`src/rtl/lim_counter.sv`:
```
// Modulo-L up/down counter with synchronous clear/load, cascade carry and a
// sticky error flag for out-of-range loads.
module lim_counter #(
   parameter int N = 4,
   parameter int L = 11
) (
   input  logic         clk,
   input  logic         rst_n,
   input  logic         ci,
   input  logic         up,
   input  logic         clr,
   input  logic         ld,
   input  logic [N-1:0] d,
   output logic [N-1:0] q,
   output logic         co,
   output logic         err
);

   typedef enum logic {IDLE, COUNT} mode_t;

   // Compared one bit wider so that L = 2^N is representable.
   localparam logic [N:0] LIM  = (N+1)'(L);
   localparam logic [N:0] LAST = (N+1)'(L - 1);

   mode_t        mode;
   logic [N-1:0] q_nxt;
   logic         err_nxt;
   logic         at_top;
   logic         at_bot;

   function automatic logic [N-1:0] step(input logic [N-1:0] cur, input logic dir);
      logic [N:0] c;
      c = {1'b0, cur};
      if (dir)
         return (c == LAST) ? '0 : N'(c + (N+1)'(1));
      else
         return (c == '0) ? N'(LAST) : N'(c - (N+1)'(1));
   endfunction

   assign at_top = ({1'b0, q} == LAST);
   assign at_bot = (q == '0);
   assign co     = ci & ~clr & ~ld & ((up & at_top) | (~up & at_bot));

   always_comb begin
      mode = IDLE;
      if (ci)
         mode = COUNT;
   end

   always_comb begin
      q_nxt   = q;
      err_nxt = err;
      if (clr) begin
         q_nxt   = '0;
         err_nxt = 1'b0;
      end else if (ld) begin
         if ({1'b0, d} >= LIM) begin
            q_nxt   = '0;
            err_nxt = 1'b1;
         end else begin
            q_nxt = d;
         end
      end else if (mode == COUNT) begin
         q_nxt = step(q, up);
      end
   end

   always_ff @(posedge clk or negedge rst_n) begin
      if (!rst_n) begin
         q   <= '0;
         err <= 1'b0;
      end else begin
         q   <= q_nxt;
         err <= err_nxt;
      end
   end

endmodule

```
`config.mk`:
```
export PLATFORM = sky130hd
export DESIGN_NAME = lim_counter
export DESIGN_NICKNAME = d
export VERILOG_FILES = /design/src/rtl/lim_counter.sv
export SDC_FILE = /design/constraint.sdc
export NUM_CORES = 1
export LEC_CHECK = 0
export CORE_AREA = 2 2 39 41
export CTS_CLUSTER_SIZE = 25
export DETAILED_ROUTE_END_ITERATION = 8
export DIE_AREA = 0 0 41 43
export PLACE_DENSITY = 0.71
export SYNTH_ARGS = -nofsm -noshare
export SYNTH_HDL_FRONTEND = slang
export SYNTH_SLANG_ARGS = --single-unit
```
`constraint.sdc`:
```
create_clock -name clk -period 2 [get_ports clk]
set_input_delay 0.3 -clock clk [delete_from_list [all_inputs] [get_ports clk]]
set_output_delay 0.3 -clock clk [all_outputs]
set_load 0.02 [all_outputs]
```
## Word level (Yosys, flattened, before mapping)

Index checks and enable logic that the tools add are counted.

| cells by class | value |
|---|---|
| $lt $le $gt $ge | 1 |
| bitwise operators | 9 |
| reductions and logical operators | 5 |
| mux-type cells | 11 |
| eq/ne operators | 1 |
| add/sub/neg operators | 2 |

Operators by type and width:

| cell | count |
|---|---|
| 2-to-1 mux 4 bit | 7 |
| AND 1 bit | 5 |
| adder 4 x 1 -> 4 bit, second input constant | 1 |
| == test 4 bit, second input constant | 1 |
| >= comparator 4 bit, second input constant | 1 |
| zero test 4 bit | 1 |
| 2-to-1 mux 1 bit | 4 |
| nonzero test 2 bit | 2 |
| subtractor 4 x 1 -> 4 bit, second input constant | 1 |
| NOT 1 bit | 3 |
| nonzero test 3 bit | 1 |
| AND reduction 2 bit | 1 |
| OR 1 bit | 1 |

| word-level totals | value |
|---|---|
| flip-flop bits (word level) | 5 |
| input bits | 10 |

## Logic depth before layout (Yosys ltp)

Gate-level depths: netlist of run 1.

| logic depth | value |
|---|---|
| depth after elaboration | 6 |
| gate-level depth with buffers | 6 |
| mapped depth without buffers | 6 |

## Worst setup path after synthesis of run 1

OpenSTA, ideal clock, no wires.

| timing path | value |
|---|---|
| kind | reg-to-output |
| start point | register q[0] |
| end point | output co |
| stages on the path, launching flop included | 6 |
| path buffers | 0 |
| path slack | 141 ps |
| arrival | 1559 ps |
| required time | 1700 ps |
| path through | dfrtp_1 > inv_1 > ha_1 > or3b_1 > a21oi_2 > and3b_1 |

| between the ends | value |
|---|---|
| word-level cells in the longest chain between the ends | 4 |

Ends and longest elaborated chain:

| what | line | source |
|---|---|---|
| from (decl) | 14 | `output logic [N-1:0] q,` |
| from (signal assigned) | 73 | `q <= q_nxt;` |
| == test 4 bit or zero test 4 bit (tied branches) | 40, 41 |  |
| AND 1 bit | 42 | `assign co = ci & ~clr & ~ld & ((up & at_top) \| (~up & at_bot));` |
| OR 1 bit * | 42 |  |
| AND 1 bit * | 42 |  |
| to (decl) | 15 | `output logic co,` |

Every way passes the cells marked *; elsewhere a longest branch is shown, timed or not.

## Worst setup path after layout of run 1

| timing path | value |
|---|---|
| start point | register q[1] |
| end point | output co |

The elaborated chain is that of the path after synthesis.

==> out/summary.md, run 1 <==
Across the routed clock network, the largest skew measured is 2.84 ps. The run gives 0 as the hold-fix buffer count after cts. The tools report the startpoint class of the critical path as a flop. The width of the die was 41 um. Slew at the pin closest to its max-slew limit: 290 ps. Counting every net in the synthesized netlist gives 74.

In this run the tightest slew margin relative to its limit is 80.4%. Summed over all nets, the half-perimeter wirelength after detailed placement is 1020 um. The area growth from synthesis to layout is 57.4%. STA puts the critical path data required time at 1700 ps.

The final-report hold violation count was 0. The run gives 25.2% as the sequential area share after synthesis. Setup repair after global routing could not meet its margin everywhere.

The class of the most critical setup path is reg -> out. The tools report the type of element capturing the critical path as an output pin. Clock tree synthesis inserted a total of 3 buffers. Static timing analysis puts the maximum clock frequency at 510 MHz. In this design, the stage delay of the slowest critical-path cell is 390 ps. The tools report the number of rows in the core area as 14. The die covers 0.00176 mm^2. The slack of the critical path is 40.4 ps, and the number of detailed-routing iterations run before antenna repair is 4. The tools report the global-route total usage across every layer as 17.3%.

In this run the standard cell core region covers 0.00138 mm^2. In the routed layout, each cell is associated on average with a via count of 5.20. The number of warnings issued by yosys is 0.

The number of nets still failing antenna checks after routing is 0, and the port buffer count is 15. The first routing iteration left 5 violations. The maximum number of pins on one net before global-route repair was 14; the global-route wire length before repair was 2060 um. The slowest stage of the critical path belongs to the cell sky130_fd_sc_hd__dfrtp_1. Max-cap violations in this run came to 0.

The remaining global-route overflow was 0; the area of all placed cells without fillers was 782 um^2. The signal on the critical path passes through inv_2 > ha_4 > or3b_4 > a21oi_2 > and3b_1 > buf_6. For this run, the number of standard cells in the final layout without fillers is 105. TritonCTS built the clock tree.

Setup violations remaining at the end of the flow were counted as 0. In this run the worst path has a maximum fanout of 2. The cell area that synthesis handed to floorplanning was 497 um^2. The synthesized design contains 5 register bits. The chip height was 43 um; the H-tree depth was 1. Dividing the synthesized area by the synthesized cell count gives 8.28 um^2. At the end of routability-driven placement, the weighted congestion stood at 0.876. The later pin in the worst-skew pair is clocked with a latency of 250 ps. OpenSTA, run right after detailed placement, puts the worst setup slack at -295 ps. In this run the worst hold path is classified as in -> async. In the routed design, unresolved DRC markers number 0. The final layout contains routed wiring with a total length of 1310 um. Initial antenna violation count: 0.

The routed layout has 546 vias. For the worst IR drop on VDD, the log shows 0.402 mV. The run finished with clean final reports.

The effective utilization at floorplan came out at 35.9%. For the number of global-route vias before repair, the log shows 514. The number of antenna diodes in the final layout is 0. Yosys mapped the design onto 30 distinct sky130hd cell types. In the final design database the tool counted 104 nets. Across all hold checks on the routed design, the worst slack comes to 271 ps. The run gives 731 um^2 as the placed instance area. The wire length per cell after detailed routing works out to 12.5 um. The root buffer selected by CTS is sky130_fd_sc_hd__clkbuf_4. The share of the clock period used by the worst path after layout was 98.0%. Power density over the cells: 530 mW/mm^2. The run gives 5 as the TritonCTS sink count. The tools report the number of placed I/O pins as 16. The count of filler cells inserted in the layout is 126, and the worst endpoint data arrival time is 1660 ps.

The run gives 0 as the max-slew violation count. The smallest clock period supported by the final layout is computed as 1960 ps. The clock slew at the register clock pins of the worst setup and hold paths was 50 ps. Including well taps, the total number of placed cells is 100. Leakage power total: 0.333 nW. In this run the deepest clock path goes through 2 buffers.

Synthesis produced 60 cells. For this run, the share of the core covered by cells in the final layout is 56.5%. Cells with a size suffix above 1 make up 28.1% of the layout.
logic make-up (layout without fill, tap and decap cells):
logic type | Yosys count | count (layout) | synth area share, %
XOR/XNOR | 1 | 1 | 1.76
flip-flops | 5 | 5 | 25.2
adder cells (fa/ha/maj) | 4 | 4 | 10.1
AND/OR/NAND/NOR | 28 | 28 | 29.5
AO/OA/AOI/OAI | 18 | 18 | 28.2
buffers and inverters | 4 | 33 | 5.29
layer usage:
layer	vias to the layer above	track usage, %	part of all wire (%)
met5	-	0	0
met4	0	4.00	0
met3	0	6.28	5.3
met2	21	26.3	48
met1	249	22.7	46
li1	276	-	-
critical path: cells and delay by family, from the launching register on:
family / cells / cell delay (ps)
DFF: 1 / 390
and+or+nand+nor: 2 / 550
buffers and inverters: 2 / 200
adders and majority gates: 1 / 120
AOI/OAI and AO/OA: 1 / 150
cells in the mapped netlist (all sizes together):
cell / number / share of area [%]
a2111oi: 1 / 3.0
a211oi: 3 / 5.5
a21o: 1 / 1.5
a21oi: 4 / 4.8
a311o: 1 / 2.0
a31oi: 1 / 1.3
and3: 1 / 1.3
and3b: 1 / 1.8
buf: 2 / 3.8
dfrtp: 5 / 25
ha: 4 / 10
inv: 2 / 1.5
nand2: 6 / 4.5
nand2b: 4 / 5.0
nand3: 1 / 1.0
nand3b: 1 / 1.5
nor2: 6 / 4.5
nor2b: 4 / 5.0
nor3: 3 / 3.0
o21ai: 3 / 3.0
o31a: 2 / 3.8
o31ai: 1 / 1.5
o41ai: 1 / 1.8
or3b: 1 / 1.8
xnor2: 1 / 1.8
layout make-up:
class | count | area, um^2 | share of cell area [%]
Clock buffer | 3 | 22.5 | 2.88
Clock inverter | 1 | 5.00 | 0.640
Inverter | 2 | 7.51 | 0.960
Multi-Input combinational cell | 51 | 360 | 46.1
Sequential cell | 5 | 125 | 16.0
Tap cell | 16 | 20.0 | 2.56
Timing Repair Buffer | 27 | 241 | 30.9
stage by stage:
| stage | setup TNS, ps | power [W] |
|---|---|---|
| after floorplan | 0 | 0.000204 |
| after global placement | -286 | 0.000284 |
| after detailed placement | -295 | 0.000286 |
| after CTS | 0 | 0.000413 |
| after global routing | -53.4 | 0.000439 |
| final | 0 | 0.000415 |
power breakdown:
part | switching, W | leakage [nW] | internal [W]
logic | 0.0000856 | 0.249 | 0.0000948
clock network | 0.0000462 | 0.0177 | 0.0000726
registers | 0.00000579 | 0.0661 | 0.000110
worst paths after layout:
check	start	to	slack (ps)	depth (start not counted)
max in group asynchronous	rst_n	q[3]	1540	1
min in group clk	err	err	500	2
hold reg to reg	err	err	500	2
setup reg to reg	q[1]	q[2]	220	7
setup / recovery	q[1]	co	40	6
hold / removal	rst_n	q[1]	270	1
sequential cells by signal, summed over array words and instances, names as in the netlist:
name and count:
err 1, q 4
layout by cell type, fill, tap and decap left out, types with 2 or more instances in the layout:
cell                              count
sky130_fd_sc_hd__nand2_1              6
sky130_fd_sc_hd__o21ai_1              2
sky130_fd_sc_hd__a211oi_1             2
sky130_fd_sc_hd__nor2b_1              4
sky130_fd_sc_hd__nor2_1               6
sky130_fd_sc_hd__nand2b_1             4
sky130_fd_sc_hd__dfrtp_1              5
sky130_fd_sc_hd__nor3_1               3
sky130_fd_sc_hd__a21oi_1              3
sky130_fd_sc_hd__clkdlybuf4s50_1     14
sky130_fd_sc_hd__buf_4               12
sky130_fd_sc_hd__clkbuf_4             3
sky130_fd_sc_hd__inv_2                2
sky130_fd_sc_hd__ha_1                 3
timing repair:
item | CTS | global route
resized for setup | 8 | 3
endpoints found under the hold margin | 0 | 0
pin swaps | 1 | 1
setup buffers | 0 | 1
endpoints found under the setup margin | 1 | 1
Note: power is estimated with default switching activity, not from simulation.
==> run 2, diff against run 1 <==
- CTS_BUF_LIST: not set -> sky130_fd_sc_hd__clkbuf_8 sky130_fd_sc_hd__clkbuf_16
- SETUP_SLACK_MARGIN: not set -> 0.4
==> out/summary.md, run 2 (same netlist as run 1, synthesis figures left out) <==
The wire length per cell after detailed routing came out at 13.1 um (was 12.5 um). Last weighted congestion value of the routability-driven placer: 0.800 (was 0.876). Class of the most critical setup path: reg -> out (unchanged).

For the aggregate routed wire length, the log shows 1410 um (was 1310 um). The final layout net count is 107 (was 104). Most frequent cells in the layout: sky130_fd_sc_hd__buf_4 (13), sky130_fd_sc_hd__clkdlybuf4s50_1 (10), sky130_fd_sc_hd__nor2_1 (6), sky130_fd_sc_hd__nand2_1 (6) (was sky130_fd_sc_hd__clkdlybuf4s50_1 (14), sky130_fd_sc_hd__buf_4 (12), sky130_fd_sc_hd__nor2_1 (6), sky130_fd_sc_hd__nand2_1 (6), sky130_fd_sc_hd__dfrtp_1 (5)). The growth of design area from synthesis to finish was 74.3% (was 57.4%); the count of buffering cells on the critical path with inverters included was 2 (unchanged).

The class of the tightest hold or removal check is in -> async (unchanged). Setup repair after global routing could not meet its margin everywhere. The logs give 1 (unchanged) for the H-tree depth and 14 (unchanged) for the number of rows in the core area. Largest registers: q: 4 flops, err: 1 flops (unchanged). The startpoint class of the critical path was a flop (unchanged). Final routed DRC violation total: 0 (unchanged). Critical path's slowest cell: sky130_fd_sc_hd__dfrtp_2 (was sky130_fd_sc_hd__dfrtp_1). For the insertion delay to the later sink of the worst-skew pair, the log shows 220 ps (was 250 ps). The run gives 2 (unchanged) as the maximum number of buffers from clock root to sink. The cell family contributing the most delay on the critical path was simple AND/OR/NAND/NOR gates (unchanged). For the highest achievable clock rate, the log shows 508 MHz (was 510 MHz). The startpoint of the most critical register-to-register path is q[1] (unchanged).

The die footprint was 0.00176 mm^2 (unchanged); the final period demand of the worst path was 1970 ps (was 1960 ps). The tools report the worst IR drop on VDD as 0.531 mV (was 0.402 mV). The root buffer selected by CTS is sky130_fd_sc_hd__clkbuf_8 (was sky130_fd_sc_hd__clkbuf_4). The number of placed I/O pins was 16 (unchanged); the power density over the cells was 580 mW/mm^2 (was 530 mW/mm^2). Max-slew violation count: 0 (unchanged).

The width of the die is 41 um (unchanged), and the number of buffers added by the clock tree synthesis step is 3 (unchanged). For the final-report hold violation count, the log shows 0 (unchanged). The internal reg-to-reg setup slack was 390 ps (was 220 ps). The number of flip-flops under the largest register name works out to 4 (unchanged).

The tools report the global-route wire length before repair as 2190 um (was 2060 um). The slack of the critical path came out at 30.1 ps (was 40.4 ps). The capture point of the worst reg-to-reg path was q[2] (unchanged). The share of the clock period used by the worst path after layout is 98.5% (was 98.0%). TritonCTS built the clock tree. The leakage power total is 0.384 nW (was 0.333 nW). The run gives 1050 um (was 1020 um) as the estimated wirelength of the detail-placed design.

The total number of vias is 573 (was 546), and the depth of the most critical reg-to-reg path is 6 (was 7). First-iteration detailed-routing DRC count: 22 (was 5). The initial antenna violation count is 0 (unchanged). The TritonCTS sink count came out at 5 (unchanged). The logs give 0.00138 mm^2 (unchanged) for the core region area and 0 (unchanged) for the number of nets still failing antenna checks after routing.

The required time of the worst setup path was 1700 ps (about the same). Total power: 0.000502 W (was 0.000415 W). The via density per instance is 5.31 (was 5.20), and the hold-fix buffer count after cts is 0 (unchanged). Critical path, cell by cell: inv_2 > ha_4 > or3b_4 > a21oi_2 > and3b_2 > buf_6 (was inv_2 > ha_4 > or3b_4 > a21oi_2 > and3b_1 > buf_6). The chip height is 43 um (unchanged), and the effective utilization at floorplan is 35.9% (unchanged).

The most frequent standard cell in the layout excluding fill and tap cells is sky130_fd_sc_hd__buf_4 (was sky130_fd_sc_hd__clkdlybuf4s50_1). The maximum cell stage delay along the critical path was 410 ps (was 390 ps). Instance count on the critical path: 6 (unchanged). The slew at the pin closest to its max-slew limit works out to 278 ps (was 290 ps).

The tools report the number of detailed-routing iterations run before antenna repair as 4 (unchanged). The number of setup violations in the final report is 0 (unchanged), and the sum of negative setup slack is 0 ps (unchanged). The run gives 0 (unchanged) as the remaining global-route overflow.

The flow ran to the end, and the final reports show no timing, DRC or antenna violations. Worst slew slack as a fraction of its limit: 81.4% (was 80.4%). The count of maximum capacitance violations is 0 (unchanged). Fraction of layout instances using a drive strength above 1: 37.0% (was 28.1%).

Clock slew at the register clock pins of the worst setup and hold paths: 40 ps (was 50 ps). The port buffer count works out to 15 (unchanged). The type of element capturing the critical path was an output pin (unchanged). The maximum number of pins on one net before global-route repair was 14 (unchanged). The register name with the most flops is q (unchanged).

For the global-route total usage across every layer, the log shows 18.6% (was 17.3%). The clock skew after layout is 4.30 ps (was 2.84 ps). The worst slack at placement was -314 ps (was -295 ps). The largest fanout of any net on the critical path was 2 (unchanged); the number of global-route vias before repair was 550 (was 514). The worst endpoint data arrival time is 1670 ps (was 1660 ps), and the antenna cell count is 0 (unchanged).
-- run 2: cell types whose count changed in the layout (fill, tap and decap cells not counted), sizes merged --
cell	previous run	this run
clkdlybuf4s50	14	10
dlygate4sd2	0	4
inv	2	3
clkinv	1	0
buf	13	16
-- run 2: worst max-delay path by stage --
stage | startpoint | end
final | q[0] | co
after global routing | q[0] | co
after CTS | q[1] | co
after global placement | up | co
after floorplan | q[1] | co
after detailed placement | up | co
-- run 2: stage by stage --
stage	cell area, um^2	util, %	std cells	hold slack [ps]
after floorplan	513	-	60	4.41
after global placement	762	55.1	102	498
after detailed placement	762	55.1	102	507
after CTS	800	57.8	106	309
after global routing	866	62.6	108	320
final	866	62.6	108	310
-- run 2: final cells by class --
cell class | instances | area [um^2]
clock buffer | 3 | 41.3
tap | 16 | 20.0
multi-input combinational | 51 | 399
inverter | 2 | 7.51
clock inverter | 1 | 3.75
timing repair buffer | 30 | 267
sequential | 5 | 128
fill | 123 | 518
-- run 2: routing by layer --
metal  track usage, %  vias to the layer above  share of wire, %
li1                 -                      281                 -
met2             30.3                       21                51
met1             21.3                      269                43
met3             6.28                        2               4.0
met4             6.67                        0               1.7
met5                0                        -                 0
-- run 2: timing repair --
action,in CTS,in global routing
buffers inserted,0,2
pin swaps,1,6
endpoints found under the setup margin,6,5
resized for setup,9,10
-- run 2: where the power goes --
part | switching, W | internal, W | total, W
Sequential | 0.00000672 | 0.000111 | 0.000117
Clock | 0.0000491 | 0.000132 | 0.000181
Combinational | 0.0000959 | 0.000108 | 0.000204
Total | 0.000152 | 0.000350 | 0.000502
==> run 3, diff against run 2 <==
- CAP_MARGIN: not set -> 20
- CTS_CLUSTER_DIAMETER: not set -> 30
==> results of run 3 <==
Same layout as run 2: the final DEF is identical, and so are final timing and power.
